--- src/rtl/ram_arb_1024x16_if.sv ---
// Bus bundle between the two client engines, the arbiter and the RAM_16K_BLK ports.
// master: client/RAM side, slave: arbiter side.
interface ram_arb_1024x16_if #(
    parameter int unsigned ADDR_W = 10,
    parameter int unsigned DATA_W = 16,
    parameter int unsigned WEN_W  = 2
);
    logic              r0_req, r0_lock, r0_we;
    logic [ADDR_W-1:0] r0_addr;
    logic [DATA_W-1:0] r0_wd;
    logic [WEN_W-1:0]  r0_wen;
    logic              r0_gnt, r0_rvalid;
    logic [DATA_W-1:0] r0_rd;

    logic              r1_req, r1_lock, r1_we;
    logic [ADDR_W-1:0] r1_addr;
    logic [DATA_W-1:0] r1_wd;
    logic [WEN_W-1:0]  r1_wen;
    logic              r1_gnt, r1_rvalid;
    logic [DATA_W-1:0] r1_rd;

    logic [ADDR_W-1:0] WA, RA;
    logic [DATA_W-1:0] WD, RD;
    logic [WEN_W-1:0]  WEN;
    logic              WClk_En, RClk_En;

    modport master (
        output r0_req, r0_lock, r0_we, r0_addr, r0_wd, r0_wen,
        output r1_req, r1_lock, r1_we, r1_addr, r1_wd, r1_wen,
        output RD,
        input  r0_gnt, r0_rd, r0_rvalid, r1_gnt, r1_rd, r1_rvalid,
        input  WA, RA, WD, WEN, WClk_En, RClk_En
    );

    modport slave (
        input  r0_req, r0_lock, r0_we, r0_addr, r0_wd, r0_wen,
        input  r1_req, r1_lock, r1_we, r1_addr, r1_wd, r1_wen,
        input  RD,
        output r0_gnt, r0_rd, r0_rvalid, r1_gnt, r1_rd, r1_rvalid,
        output WA, RA, WD, WEN, WClk_En, RClk_En
    );
endinterface

--- src/rtl/ram_arb_1024x16.sv ---
// Two-requester round-robin arbiter with bounded lock tenures in front of one 1024x16 RAM.
// Define RAM_ARB_FIXED_PRIO_EN to make requester 0 always win free contention.
module ram_arb_1024x16 #(
    parameter int unsigned ADDR_W   = 10,
    parameter int unsigned DATA_W   = 16,
    parameter int unsigned WEN_W    = 2,
    parameter int unsigned LOCK_MAX = 16
) (
    input logic               Clk,
    input logic               Rst,
    ram_arb_1024x16_if.slave  bus
);
    localparam int unsigned     CNT_W    = 8;
    localparam logic [CNT_W:0]  LOCK_LIM = (CNT_W+1)'(LOCK_MAX);
    localparam logic [1:0]      IDLE     = 2'd0;
    localparam logic [1:0]      OWN0     = 2'd1;
    localparam logic [1:0]      OWN1     = 2'd2;

    logic [1:0]        state_q, state_d;
    logic [CNT_W-1:0]  cnt_q, cnt_d;
`ifndef RAM_ARB_FIXED_PRIO_EN
    logic              rr_q, rr_d;
`endif
    logic              held0_c, held1_c, pick1_c, gnt0_c, gnt1_c, acc_c;
    logic              sel_we_c, sel_lock_c, wclk_c, rclk_c;
    logic [ADDR_W-1:0] sel_addr_c, wa_q, wa_d, ra_q, ra_d;
    logic [DATA_W-1:0] sel_wd_c, wd_q, wd_d;
    logic [WEN_W-1:0]  sel_wen_c, wen_c;
    logic [CNT_W:0]    tenure_c;
    logic              rv0_q, rv1_q;
    logic [DATA_W-1:0] rd0_q, rd1_q;

    // Grant selection, RAM port steering and lock/pointer next state
    always_comb begin
        state_d = state_q;
        cnt_d   = cnt_q;
`ifndef RAM_ARB_FIXED_PRIO_EN
        rr_d    = rr_q;
`endif
        pick1_c = 1'b0;
        held0_c = (state_q == OWN0) && bus.r0_req;
        held1_c = (state_q == OWN1) && bus.r1_req;
        // An owner that drops req loses the lock and free arbitration applies this cycle
        if (held0_c)                          pick1_c = 1'b0;
        else if (held1_c)                     pick1_c = 1'b1;
        else if (bus.r0_req && bus.r1_req) begin
`ifdef RAM_ARB_FIXED_PRIO_EN
            pick1_c = 1'b0;
`else
            pick1_c = rr_q;
`endif
        end
        else                                  pick1_c = bus.r1_req;

        gnt0_c     = !Rst && bus.r0_req && !pick1_c;
        gnt1_c     = !Rst && bus.r1_req &&  pick1_c;
        acc_c      = gnt0_c || gnt1_c;
        sel_we_c   = pick1_c ? bus.r1_we   : bus.r0_we;
        sel_lock_c = pick1_c ? bus.r1_lock : bus.r0_lock;
        sel_addr_c = pick1_c ? bus.r1_addr : bus.r0_addr;
        sel_wd_c   = pick1_c ? bus.r1_wd   : bus.r0_wd;
        sel_wen_c  = pick1_c ? bus.r1_wen  : bus.r0_wen;

        wclk_c = acc_c && sel_we_c;
        rclk_c = acc_c && !sel_we_c;
        wen_c  = wclk_c ? sel_wen_c  : WEN_W'(0);
        wa_d   = wclk_c ? sel_addr_c : wa_q;
        wd_d   = wclk_c ? sel_wd_c   : wd_q;
        ra_d   = rclk_c ? sel_addr_c : ra_q;

        // Transfers in the current tenure including this one; the LOCK_MAX-th ends it
        tenure_c = (held0_c || held1_c) ? ({1'b0, cnt_q} + (CNT_W+1)'(1)) : (CNT_W+1)'(1);

        if (acc_c) begin
`ifndef RAM_ARB_FIXED_PRIO_EN
            rr_d = !pick1_c;
`endif
            if (sel_lock_c && (tenure_c < LOCK_LIM)) begin
                state_d = pick1_c ? OWN1 : OWN0;
                cnt_d   = tenure_c[CNT_W-1:0];
            end else begin
                state_d = IDLE;
                cnt_d   = CNT_W'(0);
            end
        end else if (state_q != IDLE) begin
            state_d = IDLE;
            cnt_d   = CNT_W'(0);
`ifndef RAM_ARB_FIXED_PRIO_EN
            rr_d    = (state_q == OWN0);
`endif
        end
    end

    always_ff @(posedge Clk or posedge Rst) begin
        if (Rst) begin
            state_q <= IDLE;
            cnt_q   <= CNT_W'(0);
`ifndef RAM_ARB_FIXED_PRIO_EN
            rr_q    <= 1'b0;
`endif
        end else begin
            state_q <= state_d;
            cnt_q   <= cnt_d;
`ifndef RAM_ARB_FIXED_PRIO_EN
            rr_q    <= rr_d;
`endif
        end
    end

    // Held RAM addresses/data and per-requester read return registers
    always_ff @(posedge Clk or posedge Rst) begin
        if (Rst) begin
            wa_q  <= ADDR_W'(0);
            ra_q  <= ADDR_W'(0);
            wd_q  <= DATA_W'(0);
            rv0_q <= 1'b0;
            rv1_q <= 1'b0;
            rd0_q <= DATA_W'(0);
            rd1_q <= DATA_W'(0);
        end else begin
            wa_q  <= wa_d;
            ra_q  <= ra_d;
            wd_q  <= wd_d;
            rv0_q <= rclk_c && !pick1_c;
            rv1_q <= rclk_c &&  pick1_c;
            rd0_q <= rv0_q ? bus.RD : rd0_q;
            rd1_q <= rv1_q ? bus.RD : rd1_q;
        end
    end

    // RD is live the cycle after RClk_En, so it bypasses the holding register while rvalid is high
    assign bus.r0_gnt    = gnt0_c;
    assign bus.r1_gnt    = gnt1_c;
    assign bus.r0_rvalid = rv0_q;
    assign bus.r1_rvalid = rv1_q;
    assign bus.r0_rd     = rv0_q ? bus.RD : rd0_q;
    assign bus.r1_rd     = rv1_q ? bus.RD : rd1_q;
    assign bus.WA        = wa_d;
    assign bus.RA        = ra_d;
    assign bus.WD        = wd_d;
    assign bus.WEN       = wen_c;
    assign bus.WClk_En   = wclk_c;
    assign bus.RClk_En   = rclk_c;
endmodule
--- src/flat_wrapper.sv ---
// flat-port wrapper written by rule: the top's interface ports become plain ports
module ram_arb_1024x16_flat 
#(
    parameter int unsigned ADDR_W   = 10,
    parameter int unsigned DATA_W   = 16,
    parameter int unsigned WEN_W    = 2,
    parameter int unsigned LOCK_MAX = 16
)
  (Clk, Rst, bus_r0_req, bus_r0_lock, bus_r0_we, bus_r0_addr, bus_r0_wd, bus_r0_wen, bus_r1_req, bus_r1_lock, bus_r1_we, bus_r1_addr, bus_r1_wd, bus_r1_wen, bus_RD, bus_r0_gnt, bus_r0_rd, bus_r0_rvalid, bus_r1_gnt, bus_r1_rd, bus_r1_rvalid, bus_WA, bus_RA, bus_WD, bus_WEN, bus_WClk_En, bus_RClk_En);
  ram_arb_1024x16_if #(.ADDR_W(ADDR_W), .DATA_W(DATA_W), .WEN_W(WEN_W)) bus_i ();
  input logic Clk;
  input logic Rst;
  input wire logic [$bits(bus_i.r0_req)-1:0] bus_r0_req;
  input wire logic [$bits(bus_i.r0_lock)-1:0] bus_r0_lock;
  input wire logic [$bits(bus_i.r0_we)-1:0] bus_r0_we;
  input wire logic [$bits(bus_i.r0_addr)-1:0] bus_r0_addr;
  input wire logic [$bits(bus_i.r0_wd)-1:0] bus_r0_wd;
  input wire logic [$bits(bus_i.r0_wen)-1:0] bus_r0_wen;
  input wire logic [$bits(bus_i.r1_req)-1:0] bus_r1_req;
  input wire logic [$bits(bus_i.r1_lock)-1:0] bus_r1_lock;
  input wire logic [$bits(bus_i.r1_we)-1:0] bus_r1_we;
  input wire logic [$bits(bus_i.r1_addr)-1:0] bus_r1_addr;
  input wire logic [$bits(bus_i.r1_wd)-1:0] bus_r1_wd;
  input wire logic [$bits(bus_i.r1_wen)-1:0] bus_r1_wen;
  input wire logic [$bits(bus_i.RD)-1:0] bus_RD;
  output wire logic [$bits(bus_i.r0_gnt)-1:0] bus_r0_gnt;
  output wire logic [$bits(bus_i.r0_rd)-1:0] bus_r0_rd;
  output wire logic [$bits(bus_i.r0_rvalid)-1:0] bus_r0_rvalid;
  output wire logic [$bits(bus_i.r1_gnt)-1:0] bus_r1_gnt;
  output wire logic [$bits(bus_i.r1_rd)-1:0] bus_r1_rd;
  output wire logic [$bits(bus_i.r1_rvalid)-1:0] bus_r1_rvalid;
  output wire logic [$bits(bus_i.WA)-1:0] bus_WA;
  output wire logic [$bits(bus_i.RA)-1:0] bus_RA;
  output wire logic [$bits(bus_i.WD)-1:0] bus_WD;
  output wire logic [$bits(bus_i.WEN)-1:0] bus_WEN;
  output wire logic [$bits(bus_i.WClk_En)-1:0] bus_WClk_En;
  output wire logic [$bits(bus_i.RClk_En)-1:0] bus_RClk_En;
  assign bus_i.r0_req = bus_r0_req;
  assign bus_i.r0_lock = bus_r0_lock;
  assign bus_i.r0_we = bus_r0_we;
  assign bus_i.r0_addr = bus_r0_addr;
  assign bus_i.r0_wd = bus_r0_wd;
  assign bus_i.r0_wen = bus_r0_wen;
  assign bus_i.r1_req = bus_r1_req;
  assign bus_i.r1_lock = bus_r1_lock;
  assign bus_i.r1_we = bus_r1_we;
  assign bus_i.r1_addr = bus_r1_addr;
  assign bus_i.r1_wd = bus_r1_wd;
  assign bus_i.r1_wen = bus_r1_wen;
  assign bus_i.RD = bus_RD;
  assign bus_r0_gnt = bus_i.r0_gnt;
  assign bus_r0_rd = bus_i.r0_rd;
  assign bus_r0_rvalid = bus_i.r0_rvalid;
  assign bus_r1_gnt = bus_i.r1_gnt;
  assign bus_r1_rd = bus_i.r1_rd;
  assign bus_r1_rvalid = bus_i.r1_rvalid;
  assign bus_WA = bus_i.WA;
  assign bus_RA = bus_i.RA;
  assign bus_WD = bus_i.WD;
  assign bus_WEN = bus_i.WEN;
  assign bus_WClk_En = bus_i.WClk_En;
  assign bus_RClk_En = bus_i.RClk_En;
  ram_arb_1024x16 #(.ADDR_W(ADDR_W), .DATA_W(DATA_W), .WEN_W(WEN_W), .LOCK_MAX(LOCK_MAX)) u_core (.Clk(Clk), .Rst(Rst), .bus(bus_i));
endmodule
--- config.mk ---
export PLATFORM = sky130hd
export DESIGN_NAME = ram_arb_1024x16_flat
export DESIGN_NICKNAME = d
export VERILOG_FILES = /design/src/rtl/ram_arb_1024x16_if.sv /design/src/rtl/ram_arb_1024x16.sv /design/src/flat_wrapper.sv
export SDC_FILE = /design/constraint.sdc
export NUM_CORES = 1
export LEC_CHECK = 0
export CORE_MARGIN = 2
export CORE_UTILIZATION = 45
export CTS_CLUSTER_DIAMETER = 100
export CTS_CLUSTER_SIZE = 40
export DETAILED_ROUTE_END_ITERATION = 10
export DONT_BUFFER_PORTS = 1
export PLACE_DENSITY_LB_ADDON = 0.1
export SLEW_MARGIN = 25
export SYNTH_ARGS = -nofsm -noshare
export SYNTH_HDL_FRONTEND = slang
export SYNTH_SLANG_ARGS = --single-unit
--- constraint.sdc ---
create_clock -name Clk -period 11.08 [get_ports Clk]
set_input_delay 1.108 -clock Clk [delete_from_list [all_inputs] [get_ports Clk]]
set_output_delay 1.108 -clock Clk [all_outputs]
set_load 0.01 [all_outputs]
# ---- Word level (Yosys, flattened, before mapping)
# Cells that the tools add are included.
dict set report classes {
  order_cmp 1
  n_addsub 1
  n_eq_ne 2
  mux 24
  reduce_logical 19
}
# op count
set op_table {}
lappend op_table {{$mux 16} 4}
lappend op_table {{$mux 10} 3}
lappend op_table {{$mux 8} 3}
lappend op_table {{$logic_and 1x1->1} 12}
lappend op_table {{$mux 2} 6}
lappend op_table {{$add 8x1->9 const B} 1}
lappend op_table {{$lt 9x5->1 const B} 1}
lappend op_table {{$mux 9} 1}
lappend op_table {{$mux 1} 7}
lappend op_table {{$reduce_bool 2->1} 2}
lappend op_table {{$logic_not 1->1} 3}
lappend op_table {{$eq 2x1->1 const B} 1}
lappend op_table {{$eq 2x2->1 const B} 1}
lappend op_table {{$logic_or 1x1->1} 2}
dict set report word_totals {
  ff_bits 81
  word_cells 57
  inputBits 80
}

# ---- Depth between registers and ports, before layout
dict set report logic_depth {
  word_depth 9
  depth_mapped 7
  mapped_depth_nobuf 5
}

# ---- Worst setup path before layout
# Ideal clock, no wire load.
dict set report synth_timing {
  kind {in2out}
  start {input Rst}
  end {output bus_WA[2]}
  path_stages 7
  required_ps 9972
  slack_ps 5837
  arrival_time_ps 4135
  cell_sequence {clkbuf_1 inv_1 nand3_1 o32ai_2 buf_6 buf_12 mux2_4}
}
dict set report synth_between {
  elab_chain_cells 6
}
# item line
set synth_rtl {}
lappend synth_rtl {{from (decl)} flat_wrapper.sv:12} ;# input logic Rst;
lappend synth_rtl {{$logic_not 1->1 *} {ram_arb_1024x16.sv:55, ram_arb_1024x16.sv:56}}
lappend synth_rtl {{$logic_and 1x1->1 (on tied branches) (2 in a row)} {ram_arb_1024x16.sv:55, ram_arb_1024x16.sv:56}}
lappend synth_rtl {{$logic_or 1x1->1 *} ram_arb_1024x16.sv:57} ;# acc_c = gnt0_c || gnt1_c;
lappend synth_rtl {{$logic_and 1x1->1 *} ram_arb_1024x16.sv:64} ;# wclk_c = acc_c && sel_we_c;
lappend synth_rtl {{named net bus_WClk_En} flat_wrapper.sv:36} ;# output wire logic [$bits(bus_i.WClk_En)-1:0] bus_WClk_En;
lappend synth_rtl {{$mux 10 *} ram_arb_1024x16.sv:67} ;# wa_d = wclk_c ? sel_addr_c : wa_q;
lappend synth_rtl {{to (decl)} flat_wrapper.sv:32} ;# output wire logic [$bits(bus_i.WA)-1:0] bus_WA;
# Mark *: on every way through the listed nets, which the timed path passes. The rest lies on a longest branch.

# ---- Final worst setup path
dict set report layout_timing {
  start {register u_core.state_q[0]}
  end {output bus_RA[9]}
}
dict set report layout_between {
  elab_chain_cells 9
}
# item line
set layout_rtl {}
lappend layout_rtl {{from (decl)} ram_arb_1024x16.sv:19} ;# logic [1:0] state_q, state_d;
lappend layout_rtl {{from (signal assigned)} ram_arb_1024x16.sv:102} ;# state_q <= state_d;
lappend layout_rtl {{$eq 2x2->1} ram_arb_1024x16.sv:42} ;# held1_c = (state_q == OWN1) && bus.r1_req;
lappend layout_rtl {{$logic_and 1x1->1} ram_arb_1024x16.sv:42}
lappend layout_rtl {{$mux 1} ram_arb_1024x16.sv:45} ;# else if (held1_c) pick1_c = 1'b1;
lappend layout_rtl {{$mux 1 *} ram_arb_1024x16.sv:44} ;# if (held0_c) pick1_c = 1'b0;
lappend layout_rtl {{$logic_not 1->1} ram_arb_1024x16.sv:55} ;# gnt0_c = !Rst && bus.r0_req && !pick1_c;
lappend layout_rtl {{$logic_and 1x1->1} ram_arb_1024x16.sv:55}
lappend layout_rtl {{$logic_or 1x1->1} ram_arb_1024x16.sv:57}
lappend layout_rtl {{$logic_and 1x1->1} ram_arb_1024x16.sv:65} ;# rclk_c = acc_c && !sel_we_c;
lappend layout_rtl {{$mux 10 *} ram_arb_1024x16.sv:69} ;# ra_d = rclk_c ? sel_addr_c : ra_q;
lappend layout_rtl {{to (decl)} flat_wrapper.sv:33} ;# output wire logic [$bits(bus_i.RA)-1:0] bus_RA;
# Mark *: on every way between the ends. The rest lies on a longest branch, timed or not.

==> flow_summary_export.csv <==
group,metric,value,unit
status,outcome,"finished clean",
synth,synth.distinct_cells,42,
placed_design,place_congestion,0.754,
setup_path,reg2reg_slack,8280,ps
grt,grt_pass1_wl,11800,um
setup_path,cp_slowest_cell,"a211oi_1",
detailed_routing,remaining_drc_errors,0,
timing,slew_headroom,35.1,%
cts,post-cts-setup-buffers,0,
min_path,holdPathStages,1,
finish,layout_common_cells,"dfrtp_1, mux2_2, nor3_1",
synth,ys_warn_count,0,
timing,tns,0,ps
placed_design,io_buffer_count,0,
cts,path_clk_slew,80,ps
min_path,min_from,"u_core.cnt_q[7]$_DFFE_PP0P_",
timing,fin_crit_sh,36.9,%
die,ios,156,
cts,clock_latency,350,ps
detailed_routing,dr.pass1.iters,4,
setup_path,r2r_end,"u_core.ra_q[5]$_DFF_PP0_",
detailed_routing,drt-total-wl,7840,um
finish,drive_gt1_share,36.4,%
setup_path,cp.arrival,2980,ps
setup_path,r2r_start,"u_core.state_q[0]$_DFFE_PP0P_",
cts,cts_hold_buf,0,
timing,worst_pin_slew,969,ps
timing,slew_violations,0,
synth,yosysSeqAreaShare,54.0,%
die,die_area,9090,sq um
finish,final_util,50.3,%
finish,final_common_cell,"dfrtp_1",
setup_path,cp-startpoint,"u_core.state_q[0]$_DFFE_PP0P_",
finish,fill_cells,736,
detailed_routing,drtIter0Drc,83,
placed_design,place_ws,6940,ps
die,core_area,8130,sq um
min_path,min_to,"u_core.cnt_q[7]$_DFFE_PP0P_",
cts,cts_tree,"done",
die,die_height,95.4,um
setup_path,worstSetupPathType,"flop to output port",
cts,htreeDepth,3,
synth,synth_seq_cells,81,
run,drv_cap,0,
detailed_routing,num_vias,2245,
detailed_routing,avgRoutedWirePerCell,19.6,um
setup_path,cp.required,9970,ps
timing,timing_hold_violations_final,0,
setup_path,reg2reg_depth,4,
synth,yosysTopAreaCellShare,54.0,%
timing,rsz0062_at_grt,"false",
setup_path,worstSetupEndpointType,"output port",
synth,synth_top_cell_by_area,"dfrtp_1",
grt,grt_usage,17.2,%
cts,clock-root-buffer,"clkbuf_8",
grt,gr-total-overflow,0,
setup_path,critPathMaxFanout,16,
synth,synth_area,3760,sq um
timing,period_minus_slack,4090,ps
timing,holdWs,495,ps
min_path,holdCritPathClass,"flop to flop",
timing,fin_ws,6990,ps
finish,syn_to_final_growth,8.86,%
placed_design,place_hpwl,5470,um
cts,cts_max_path_buffers,2,
synth,synth_area_leaders,"dfrtp_1, mux2_2, nor3_1, mux2_4, a211oi_1",
grt,grt_pass1_vias,2259,
timing,clock_skew,9.05,ps
cts,cts_resized,0,
setup_path,path_cells,"nor2b_1 > o211a_1 > o211ai_1 > a211oi_1",
cts,cts_buffers,9,
power_and_ir_drop,ir_drop,0.0730,mV
synth,synth.net_count,374,
cts,cts.sinks,81,
finish,antenna_cells,0,
power_and_ir_drop,leakagePower,1.74,nW
detailed_routing,vias_per_cell,5.63,
die,num_rows,33,
die,dieWidth,95.4,um
setup_path,startpoint_type,"flop",
die,start_util,46.2,%
synth,syn_avg_cell_area,12.8,sq um
grt,grt_max_degree,82,
finish,fin_nets,370,
timing,setup_viol,0,
synth,syn_inst,293,
detailed_routing,antenna_left,0,
power_and_ir_drop,powerDensity,212,nW/um^2
grt,antenna_found_initial,0,
setup_path,cpPeakStageDelay,650,ps
timing,fmax,0.244,GHz
==> critical path: cells and delay by family, from the launching register on <==
family / cells / cell delay (ps)
compound gates: 3 / 1710
flops: 1 / 440
simple gates: 1 / 470
==> layout make-up <==
type | count | area [sq um] | share of cell area (%)
Tap cell | 105 | 131 | 3.21
Clock inverter | 5 | 110 | 2.69
Sequential cell | 81 | 2030 | 49.6
Clock buffer | 11 | 151 | 3.70
Inverter | 15 | 57.6 | 1.41
Timing Repair Buffer | 3 | 26.3 | 0.643
Multi-Input combinational cell | 179 | 1590 | 38.8
==> synth_stat cells, drive strengths merged <==
cell / count
o31ai: 1
o41ai: 3
nand4: 1
o21ai: 3
a22oi: 1
a21oi: 1
nand2b: 4
a41o: 1
a21boi: 4
mux2: 84
nor2: 7
o32ai: 1
and2: 4
clkbuf: 9
a211oi: 10
ha: 1
mux2i: 1
o2111ai: 1
o211ai: 2
xnor2: 1
o211a: 2
dfrtp: 81
nor3: 22
buf: 9
inv: 15
nand3b: 2
o21bai: 1
nor4: 2
nand3: 2
nand2: 12
a31oi: 2
o21ba: 1
xor2: 1
nor2b: 1
==> worst max path at each step <==
stage	to	slack [ps]	cells past startpoint
after floorplan	bus_WA[2]	5840	7
after global placement	bus_RA[5]	7020	4
after detailed placement	bus_RA[5]	6940	4
after CTS	bus_RA[5]	6920	4
after global routing	bus_RA[9]	6670	4
final	bus_RA[9]	6990	4
==> flip-flops by register name, indices dropped and copies added, names as in the netlist <==
signal and cells:
u_core.ra_q 10, u_core.wa_q 10, u_core.bus.r1_rvalid 1, u_core.bus.r0_rvalid 1, u_core.cnt_q 8, u_core.rr_q 1
u_core.state_q 2, u_core.rd0_q 16, u_core.wd_q 16, u_core.rd1_q 16
==> where the power goes <==
part / internal [W] / total, W / switching [W]
combinational: 0.0000829 / 0.000203 / 0.000120
clock: 0.000164 / 0.000274 / 0.000110
sequential: 0.000368 / 0.000390 / 0.0000220
total: 0.000615 / 0.000866 / 0.000252
==> stage by stage <==
stage / area, sq um / cells / power (W)
after floorplan: 3760 / 293 / 0.000567
after global placement: 3820 / 383 / 0.000598
after detailed placement: 3820 / 383 / 0.000603
after CTS: 4090 / 399 / 0.000877
after global routing: 4090 / 399 / 0.000914
final: 4090 / 399 / 0.000866
==> kinds of logic (layout without fill, tap and decap cells) <==
group	Yosys count	in the layout	share of synthesized area, %
mux	85	85	26.1
compound gates	34	34	7.23
fa+ha+maj	1	1	0.333
simple gates	57	57	7.50
buf+inv	33	34	4.36
xor+xnor	2	2	0.466
flops	81	81	54.0
==> routing by layer <==
layer / global-route usage (%) / part of all wire, % / vias to the layer above
met5: 0 / 0 / -
met4: 5.92 / 1.8 / 0
met2: 26.2 / 45 / 114
met1: 21.6 / 40 / 1083
li1: - / - / 1035
met3: 8.14 / 12 / 13
Note: power is estimated with default switching activity, not from simulation.
